### src/rtl/tx_req_arbiter.sv
// Purpose: round-robin arbiter that locks the shared transmitter to one requester per packet.
// Latency: a requester word captured in IDLE is presented to the transmitter on the next pclk edge.
// Backpressure: with tx_pready_i low the word and valid are held, with no pop and no counter change.
module tx_req_arbiter #(
    parameter int DATA_WIDTH   = 8,
    parameter int NUM_REQ      = 4,
    parameter int MAX_BURST    = 16,
    parameter int HOLD_TIMEOUT = 32
) (
    input  logic                          pclk_i,
    input  logic                          prst_i,
    input  logic [NUM_REQ*DATA_WIDTH-1:0] req_pdata_i,
    input  logic [NUM_REQ-1:0]            req_valid_i,
    input  logic [NUM_REQ-1:0]            req_last_i,
    output logic [NUM_REQ-1:0]            req_ready_o,
    input  logic                          tx_pready_i,
    output logic [DATA_WIDTH-1:0]         tx_pdata_o,
    output logic                          tx_pdata_valid_o,
    output logic [$clog2(NUM_REQ)-1:0]    grant_id_o,
    output logic                          busy_o,
    output logic                          timeout_o
);

    localparam int ID_W    = $clog2(NUM_REQ);
    localparam int BURST_W = $clog2(MAX_BURST + 1);
    localparam int HOLD_W  = $clog2(HOLD_TIMEOUT + 1);

    // Reject parameter sets the round-robin index arithmetic cannot handle.
    if (NUM_REQ < 2 || (NUM_REQ & (NUM_REQ - 1)) != 0) begin : g_bad_num_req
        $error("tx_req_arbiter: NUM_REQ must be a power of 2 and at least 2");
    end
    if (MAX_BURST < 1) begin : g_bad_max_burst
        $error("tx_req_arbiter: MAX_BURST must be at least 1");
    end
    if (HOLD_TIMEOUT < 1) begin : g_bad_hold_timeout
        $error("tx_req_arbiter: HOLD_TIMEOUT must be at least 1");
    end

    typedef enum logic [1:0] {
        ST_IDLE = 2'd0,
        ST_SEND = 2'd1,
        ST_HOLD = 2'd2
    } state_t;

    state_t                  r_state;
    state_t                  w_state_nxt;

    logic [ID_W-1:0]         r_ptr;
    logic [ID_W-1:0]         r_grant;
    logic [BURST_W-1:0]      r_burst_cnt;
    logic [HOLD_W-1:0]       r_hold_cnt;
    logic [DATA_WIDTH-1:0]   r_data;
    logic                    r_last;
    logic                    r_timeout;

    logic                    w_rr_vld;
    logic [ID_W-1:0]         w_rr_idx;
    logic [ID_W-1:0]         w_cand;
    logic                    w_accept;
    logic                    w_burst_done;
    logic                    w_grant_vld;
    logic [HOLD_W-1:0]       w_hold_cnt_inc;
    logic                    w_cap;
    logic [ID_W-1:0]         w_cap_idx;
    logic [DATA_WIDTH-1:0]   w_cap_dat;
    logic                    w_cap_last;
    logic                    w_release;
    logic                    w_timeout_evt;

    assign w_accept       = (r_state == ST_SEND) && tx_pready_i;
    assign w_burst_done   = r_last || (r_burst_cnt == BURST_W'(MAX_BURST));
    assign w_grant_vld    = req_valid_i[r_grant];
    assign w_hold_cnt_inc = r_hold_cnt + HOLD_W'(1);
    assign w_cap_dat      = req_pdata_i[w_cap_idx*DATA_WIDTH +: DATA_WIDTH];
    assign w_cap_last     = req_last_i[w_cap_idx];

    // First valid requester searching ptr, ptr+1, ... (descending loop so the nearest wins).
    always_comb begin
        w_rr_vld = 1'b0;
        w_rr_idx = r_ptr;
        w_cand   = '0;
        for (int i = NUM_REQ - 1; i >= 0; i--) begin
            w_cand = r_ptr + ID_W'(i);
            if (req_valid_i[w_cand]) begin
                w_rr_vld = 1'b1;
                w_rr_idx = w_cand;
            end
        end
    end

    // State register.
    always_ff @(posedge pclk_i) begin
        if (prst_i) begin
            r_state <= ST_IDLE;
        end else begin
            r_state <= w_state_nxt;
        end
    end

    // Next state, capture/release decisions and the one-hot pop strobe.
    always_comb begin
        w_state_nxt   = r_state;
        w_cap         = 1'b0;
        w_cap_idx     = r_grant;
        w_release     = 1'b0;
        w_timeout_evt = 1'b0;
        req_ready_o   = '0;

        case (r_state)
            ST_IDLE: begin
                if (w_rr_vld) begin
                    w_cap       = 1'b1;
                    w_cap_idx   = w_rr_idx;
                    w_state_nxt = ST_SEND;
                end
            end
            ST_SEND: begin
                if (w_accept) begin
                    if (w_burst_done) begin
                        w_release   = 1'b1;
                        w_state_nxt = ST_IDLE;
                    end else if (w_grant_vld) begin
                        // Back-to-back: next word replaces the accepted one with no bubble.
                        w_cap       = 1'b1;
                    end else begin
                        w_state_nxt = ST_HOLD;
                    end
                end
            end
            ST_HOLD: begin
                // A late word from the owner wins over the stall guard in the same cycle.
                if (w_grant_vld) begin
                    w_cap       = 1'b1;
                    w_state_nxt = ST_SEND;
                end else if (w_hold_cnt_inc == HOLD_W'(HOLD_TIMEOUT)) begin
                    w_release     = 1'b1;
                    w_timeout_evt = 1'b1;
                    w_state_nxt   = ST_IDLE;
                end
            end
            default: begin
                w_state_nxt = ST_IDLE;
            end
        endcase

        // No pop while reset is asserted: the in-flight word is simply dropped.
        if (w_cap && !prst_i) begin
            req_ready_o[w_cap_idx] = 1'b1;
        end
    end

    // Captured word, grant, round-robin pointer, burst/hold counters and timeout pulse.
    always_ff @(posedge pclk_i) begin
        if (prst_i) begin
            r_data      <= '0;
            r_last      <= 1'b0;
            r_grant     <= '0;
            r_ptr       <= '0;
            r_burst_cnt <= '0;
            r_hold_cnt  <= '0;
            r_timeout   <= 1'b0;
        end else begin
            r_timeout <= w_timeout_evt;

            if (w_cap) begin
                r_data  <= w_cap_dat;
                r_last  <= w_cap_last;
                r_grant <= w_cap_idx;
            end

            if (w_release) begin
                r_ptr       <= r_grant + ID_W'(1);
                r_burst_cnt <= '0;
            end else if (w_cap) begin
                if (r_state == ST_IDLE) begin
                    r_burst_cnt <= BURST_W'(1);
                end else begin
                    r_burst_cnt <= r_burst_cnt + BURST_W'(1);
                end
            end

            // Counts consecutive HOLD cycles; zero whenever HOLD is (re)entered.
            if (r_state == ST_HOLD && w_state_nxt == ST_HOLD) begin
                r_hold_cnt <= w_hold_cnt_inc;
            end else begin
                r_hold_cnt <= '0;
            end
        end
    end

    assign tx_pdata_o       = r_data;
    assign tx_pdata_valid_o = (r_state == ST_SEND);
    assign grant_id_o       = r_grant;
    assign busy_o           = (r_state != ST_IDLE);
    assign timeout_o        = r_timeout;

endmodule

### config.mk
export PLATFORM = sky130hd
export DESIGN_NAME = tx_req_arbiter
export DESIGN_NICKNAME = d
export VERILOG_FILES = /design/src/rtl/tx_req_arbiter.sv
export SDC_FILE = /design/constraint.sdc
export NUM_CORES = 1
export LEC_CHECK = 0
export CORE_MARGIN = 3
export CORE_UTILIZATION = 39
export DETAILED_ROUTE_END_ITERATION = 16
export PLACE_DENSITY = 0.65
export SYNTH_ARGS = -nofsm -noshare
export SYNTH_HDL_FRONTEND = slang
export SYNTH_SLANG_ARGS = --single-unit
### constraint.sdc
create_clock -name pclk_i -period 3.5 [get_ports pclk_i]
set_input_delay 0.7 -clock pclk_i [delete_from_list [all_inputs] [get_ports pclk_i]]
set_output_delay 0.7 -clock pclk_i [all_outputs]
set_load 0.03 [all_outputs]
# ---- After elaboration in Yosys (flattened, before gate mapping)
# Index checks and enable logic that the tools add are counted.
dict set report op_classes {
  addsub 6
  magnitude_cmp 7
  n_eq_ne 5
  shifts 1
  muxes 43
  n_bitwise 2
  reduce_logical 11
}
# op count
set ops {}
lappend ops {{$shiftx A32 B6 Y8} 1}
lappend ops {{$mux W2} 12}
lappend ops {{$mux W1} 19}
lappend ops {{$lt A2 B3 Y1 const B} 6}
lappend ops {{$bmux W1 S2} 6}
lappend ops {{$add A6 B1 Y6 const B} 1}
lappend ops {{$eq A6 B6 Y1 const B} 1}
lappend ops {{$pmux W2 S3} 1}
lappend ops {{$reduce_or A2 Y1} 3}
lappend ops {{$add A5 B1 Y5 const B} 1}
lappend ops {{$eq A5 B5 Y1 const B} 1}
lappend ops {{$mux W5} 1}
lappend ops {{$add A2 B1 Y2 const B} 2}
lappend ops {{$add A2 B2 Y2 const B} 2}
lappend ops {{$eq A2 B2 Y1 const B} 2}
lappend ops {{$logic_and A1 B1 Y1} 4}
lappend ops {{$mux W4} 1}
lappend ops {{$pmux W1 S3} 1}
lappend ops {{$demux W1 S2} 1}
lappend ops {{$eq A2 B1 Y1 const B} 1}
lappend ops {{$ge A2 B1 Y1 const B} 1}
lappend ops {{$logic_not A2 Y1} 1}
lappend ops {{$not A1 Y1} 2}
lappend ops {{$pmux W1 S2} 1}
lappend ops {{other kinds (3)} 3}
dict set report word_totals {
  reg_bits 27
  output_inout_bits 17
  elab_cells 83
}

# ---- Logic depth before layout (Yosys ltp)
dict set report depth {
  ltp_word 14
  depth_mapped 11
  ltp_nobuf 7
}

# ---- Worst setup path before layout
# No wires, ideal clock.
dict set report synth_path {
  path_type {input port to output port}
  start {input port req_valid_i[2]}
  end {output port req_ready_o[1]}
  t_arrival_ns 2.653
  path_slack_ns 0.147
  stages 7
  path_cell_list {nor2b_1 or4_1 buf_2 and3_4 buf_6 clkbuf_1 nor3_1}
}
dict set report synth_between {
  elab_chain_cells 13
  elab_cells_between_ends 32
  classes_between {order compare: 2; mux: 28; reduce/logical: 2}
}
# item line_no
set synth_rtl {}
lappend synth_rtl {{start: declaration} 13} ;# input logic [NUM_REQ-1:0] req_valid_i,
lappend synth_rtl {{$bmux W1 S2} 84} ;# if (req_valid_i[w_cand]) begin
lappend synth_rtl {{$mux W1 (implied by the code)} 84}
lappend synth_rtl {{$mux W2 / $mux W1 (equally long branches) (4 in a row)} 84}
lappend synth_rtl {{$mux W2} 111} ;# if (w_rr_vld) begin
lappend synth_rtl {{$mux W2} 109} ;# case (r_state)
lappend synth_rtl {{$lt A2 B3 Y1 (implied by the code) / $ge A2 B1 Y1 (equally long branches)} 148} ;# req_ready_o[w_cap_idx] = 1'b1;
lappend synth_rtl {{$logic_and A1 B1 Y1 (implied by the code)} 148}
lappend synth_rtl {{$mux W1 (implied by the code)} 148}
lappend synth_rtl {{$demux W1 S2} 148}
lappend synth_rtl {{$mux W4 (*)} 147} ;# if (w_cap && !prst_i) begin
lappend synth_rtl {{end: declaration} 15} ;# output logic [NUM_REQ-1:0] req_ready_o,
# Every way passes the cells marked *; elsewhere a longest branch is shown, timed or not. The select of a mux whose other input is x is not followed.

# ---- Final worst setup path
dict set report layout_path {
  start {input port req_valid_i[3]}
  end {output port req_ready_o[2]}
}
# Same word-level chain as after synthesis.

==> metrics <==
share of the synthesized area in the top cell type 0.286; CTS buffer count 3; Total GRT Usage 0.195; prevailing post-synth register cell dfxtp_1; number of fillers in the final layout a little over 400; internal power 0.669 mW; Register Area around 540 um2; Clk Tree Root Cell clkbuf_8; met1 usage 0.253; Max Fclk 301 MHz; EDFF count, synth 0; CTS tree yes; Flop pwr share 0.344; power share of the combinational group 0.484; Post-CTS Hold Fix Bufs 0; # DRC 0; cell taking the most area after synthesis dfxtp_1; Worst setup SP type input pin; crit path time final 3320 ps; VDD IR max approximately 0.23 mV; Clock Path Buffers 2; DIE AREA ~5700 um2; Leak Pwr 1.00 nW; Ys Warns 0; syn avg cell area between 8 and 9 um2; Clock Latency Late Sink between 200 and 300 ps; diode count 0; CP max stage delay slightly below 600 ps; CTS sink count 27; Crit path arrival time around 2600 ps; Reg clk slew, reported paths 110 ps; Final period util 0.949; switching share of power 0.396; crit path max fanout 6; post-synth net total between 200 and 300; worst clock skew approximately 7.5 ps; pwr dens approximately 420 nW/um2; design area approximately 2600 um2; library cells used by synthesis 48; asr flop ratio synth 0; number of global-route vias before repair ~1900; global route hottest layer met2; Port Buffers between 50 and 60; max-slew violation count 0; Seq/Total Area, Yosys 0.286; final net count 337; total negative slack 0 ps; initial core utilization 0.419; clock network power share 0.172; met3 GRT Util 0.0435; Die Ht between 70 and 80 um; CP Capture Type output pin; pin count of the biggest net entering global routing 20; kind of critical path input pin to output pin; CTS HTree Levels 1; unrepaired setup endpoints after global routing false; GP Congestion approximately 0.95; Max Cap Viol 0; Routed WL 5.43 mm; Synth area leaders dfxtp_1 29%, inv_1 5.0%, a221o_1 4.8%; CP required 2800 ps; core area 4500 um2; antenna violations before repair 0; Switch Pwr around 0.44 mW; Final Hold Fails 0; vias post-DR 1984; Worst-Margin Slew approximately 630 ps; wire length per cell approximately 16 um; Synth Instances about 230; Hold WC Path Type register to register; status finished clean; Worst slew margin 0.577; layout cell share with drive strength beyond 1 0.119; cts repair resizes 0; grt met2 use 0.331; Chip Width between 70 and 80 um; post-CTS setup buffers 0; vias per std cell around 5.9; IO Pins 60; first-pass GRT wire length 8.70 mm; Final setup viols 0; area grow syn2layout 38.3%; Max stage delay cell, worst path clkdlybuf4s50_1; dpl hpwl just over 4 mm; post-place instance area between 2000 and 3000 um2; 1st-iter DRT viols about 150; multi-input logic area approximately 1200 um2; total grt overflow 0; Synth Cell Area 1890 um2; row cnt 24; cell chain of the critical path clkdlybuf4s50_1, mux4_2, inv_1, o21a_1, nor3_1, and3_1, buf_4; number of register bits inferred by synthesis 27; ANT nets after route 0; DRT Pass-1 Iters 4
[worst max-delay path, delay by kind of cell]
family / cells / cell delay [ps]
simple gates: 2 / 510
mux: 1 / 330
compound gates: 1 / 240
buf+inv: 3 / 830
[placed cells by master, fill, tap and decap left out, types with 7 or more instances in the layout]
cell / instances
a21oi_1: 7
a221o_1: 9
a31oi_1: 10
a32o_1: 9
buf_4: 17
clkdlybuf4s50_1: 55
dfxtp_1: 27
ha_1: 7
inv_1: 25
nand2_1: 7
nand4_1: 11
nor4_1: 8
o2111ai_1: 9
o21ai_0: 9
[routing by layer]
layer	vias up	routed length [um]
met4	0	31
met1	919	2440
met3	4	360
li1	1001	-
met5	-	0
met2	60	2600
[cells in the mapped netlist, drive strengths merged (4+ instances only)]
cell type	number
dfxtp	27
nand2b	4
nor2b	6
a31oi	10
inv	25
nor3	4
buf	5
a32o	9
ha	7
nand2	7
nand4	11
clkbuf	11
nor2	4
nand3	5
a221o	9
o21ai	10
nor4	8
a21oi	7
o2111ai	9
and3	6
[registers in the layout, summed over array words and instances (netlist names)]
signal       cells
tx_pdata_o       8
r_hold_cnt       6
r_burst_cnt      5
grant_id_o       2
r_ptr            2
r_state          2
r_last           1
timeout_o        1
[layout make-up]
| type | count | share of cell area |
|---|---|---|
| inverters | 27 | 0.0388 |
| well taps | 52 | 0.0249 |
| flip-flops and latches | 27 | 0.207 |
| clock inverters | 1 | 0.00288 |
| multi-input cells | 156 | 0.450 |
| repair buffers | 72 | 0.260 |
| clock buffers | 3 | 0.0158 |
[per-stage QoR]
step	setup WS (ps)	utilization	hold slack, ps	instances	total power [mW]
5_1_grt	82.0	0.579	509	338	1.17
2_1_floorplan	147	-	468	226	0.711
4_1_cts	204	0.579	480	338	1.11
6_report	179	0.579	477	338	1.11
3_5_place_dp	204	0.568	459	334	0.923
3_3_place_gp	206	0.568	452	334	0.922
[logic make-up (layout without fill, tap and decap cells)]
group           after synthesis  after routing  synth area share
compound gates               75             75             0.316
xor+xnor                      5              5            0.0232
fa+ha+maj                     7              7            0.0464
buf+inv                      43            103            0.0948
flops                        27             27             0.286
mux                           2              2            0.0179
simple gates                 67             67             0.215
[worst paths after layout]
check | start | to | slack [ps] | cells after the start
worst max register to register | r_state[0] | tx_pdata_o[6] | 960 | 8
worst min register to register | tx_pdata_o[5] | tx_pdata_o[5] | 480 | 1
worst min-delay path | tx_pdata_o[5] | tx_pdata_o[5] | 480 | 1
worst max-delay path | req_valid_i[3] | req_ready_o[2] | 180 | 7
[power by group through the flow]
stage | registers, mW | logic, mW | clock network [mW]
after floorplan | 0.435 | 0.276 | 0
after global placement | 0.387 | 0.535 | 0
after detailed placement | 0.388 | 0.535 | 0
after CTS | 0.380 | 0.537 | 0.197
after global routing | 0.387 | 0.578 | 0.205
final | 0.381 | 0.536 | 0.191
No activity file was read; power rests on OpenSTA's default activity.
==> edit, RTL diff (same settings) <==
Set the parameter `DATA_WIDTH` to 10 (it was 8).
--- a/src/rtl/tx_req_arbiter.sv
+++ b/src/rtl/tx_req_arbiter.sv
@@ -4,3 +4,3 @@
 module tx_req_arbiter #(
-    parameter int DATA_WIDTH   = 8,
+    parameter int DATA_WIDTH   = 10,
     parameter int NUM_REQ      = 4,
Interface: changed (resized req_pdata_i and tx_pdata_o); port bits go from 60 to 70. No check against the original RTL was run, so the function may have changed too.
==> edit against the original RTL <==
Hold slack worse by 0.021 ns. Non-clock buffer count up 14. Cell area up 16%. Wire length up 26%. Synthesized area up 12%. Sequential share of layout area down 1.5 points. Total power up 24%. Worst setup slack worse by 0.034 ns. Sequential power up 8.1%. Sequential cell count up 2. Final cell count up 18%. Utilization up 0.45 points. Largest cell class unchanged.
==> edit: results (changes against the original RTL) <==
stage,metric,value,unit,change
global_routing,grt met1 use,32.46,%,+7.2 points
power,VDD IR-drop max,0.2656,mV,+16%
synth,Post-synth top cells,"a21oi_1, dfxtp_1, o21ai_0, inv_1, clkbuf_1",,
global_routing,met2 usage,32.22,%,-0.86 points
synth,synthesis-stage register bit count,29,,+7.4%
place,HPWL after DPL,5041,microns,+23%
global_routing,vias in the first global route,2112,,+14%
worst_setup_path,Worst Path Arrival,2.66,ns,+0.04 ns
detailed_routing,met3 routed WL,412,microns,+14%
final_layout,post-route cell area,0.003019,sq mm,+16%
detailed_routing,drt first-iter violations,144,,-4.6%
final_layout,fill count,501,,+22%
worst_setup_path,Worst path top cell family by delay,simple AND/OR/NAND/NOR gates,,
sta,setup-violating endpoint count in the final report,0,,unchanged
detailed_routing,vias,2307,,+16%
global_routing,grt met3 use,4.289,%,-0.065 points
final_layout,sequential cell area,580.6,sq um,+7.4%
sta,Slew HR,54.39,%,-3.3 points
global_routing,largest net degree at the start of global routing,25,,+25%
final_layout,Multi-Input Combinational,185,,+19%
final_layout,NonClk Buf Share,27.19,%,+1.2 points
sta,clk_skew,0.003923,ns,-0.003597 ns
power,static leakage,1.079,nW,+7.7%
global_routing,Tot GR Track Use,21.83,%,+2.3 points
worst_setup_path,Worst Path Max Fanout,8,,+2
place,number of port buffers,69,,+17%
global_routing,first-pass GRT wire length,10860,microns,+25%
floorplanning,die area,0.006352,sq mm,+11%
synth,syn_nets,313,,+13%
final_layout,Clock-cell share,2.735,%,+0.86 points
synth,Netlist cell types,52,,+8.3%
final_layout,fraction of area in multi-input gates,45.21,%,+0.18 points
final_layout,fraction of layout cells with a size suffix above 1,14.24,%,+2.4 points
final_layout,Post-layout nets,387,,+15%
final_layout,# clk buffers,6,,+3
detailed_routing,per-cell routed wire length,17.15,microns,+6.7%
final_layout,diode count,0,,unchanged
detailed_routing,met1 wire length,3331,microns,+36%
final_layout,Repair and plain buffers,86,,+19%
final_layout,Largest register FFs,10,,+2
clock_network,CTS Buf Count,5,,+2
synth,dominant cells by area after synthesis,"dfxtp_1, a21oi_1, o21ai_0",,
final_layout,Logic inverters,22,,-19%
outcome,status,finished clean,,
clock_network,"Clk pin slew, worst setup/hold paths",0.06,ns,-0.05 ns
==> edit: cell count changes in the layout (fill, tap and decap cells not counted), sizes merged, moves of 9 or more <==
cell / change
clkdlybuf4s50: +10
o32ai: +12
o2111ai: -9
a2111oi: +11
a31oi: -9
a221o: -9
a32o: -9
o21ai: +20
nand4: -10
a21oi: +23
a221oi: +11
==> edit: worst paths after layout <==
kind	startpoint	endpoint	slack, ns	cells after the start
hold reg to reg	tx_pdata_o[5]$_SDFFE_PP0N_	tx_pdata_o[5]$_SDFFE_PP0N_	0.46	2
setup reg to reg	r_state[0]$_SDFF_PP0_	tx_pdata_o[2]$_SDFFE_PP0N_	0.83	9
hold / removal	tx_pdata_o[5]$_SDFFE_PP0N_	tx_pdata_o[5]$_SDFFE_PP0N_	0.46	2
setup / recovery	req_valid_i[2]	req_ready_o[0]	0.14	6
==> edit: cells by family after synthesis <==
| kind of cell | after synthesis | share of synthesized area, % |
|---|---|---|
| AO/OA/AOI/OAI | 120 | 41.41 |
| multiplexers | 2 | 1.595 |
| flip-flops | 29 | 27.41 |
| adder cells (fa/ha/maj) | 7 | 4.134 |
| XOR/XNOR | 5 | 2.068 |
| AND/OR/NAND/NOR | 51 | 15.24 |
| buffers and inverters | 41 | 8.151 |
==> edit: metrics by stage <==
| step | power [mW] | hold WS [ns] | instances |
|---|---|---|---|
| final | 1.373 | 0.4563 | 400 |
| after global routing | 1.461 | 0.4808 | 400 |
| after CTS | 1.378 | 0.4587 | 400 |
| after detailed placement | 1.100 | 0.4452 | 392 |
| after global placement | 1.100 | 0.4459 | 392 |
| after floorplan | 0.8304 | 0.4671 | 255 |
==> edit: power breakdown <==
group          switching, mW  internal, mW
combinational          0.392         0.296
clock                  0.135         0.138
sequential            0.0376         0.375
total                  0.564         0.809
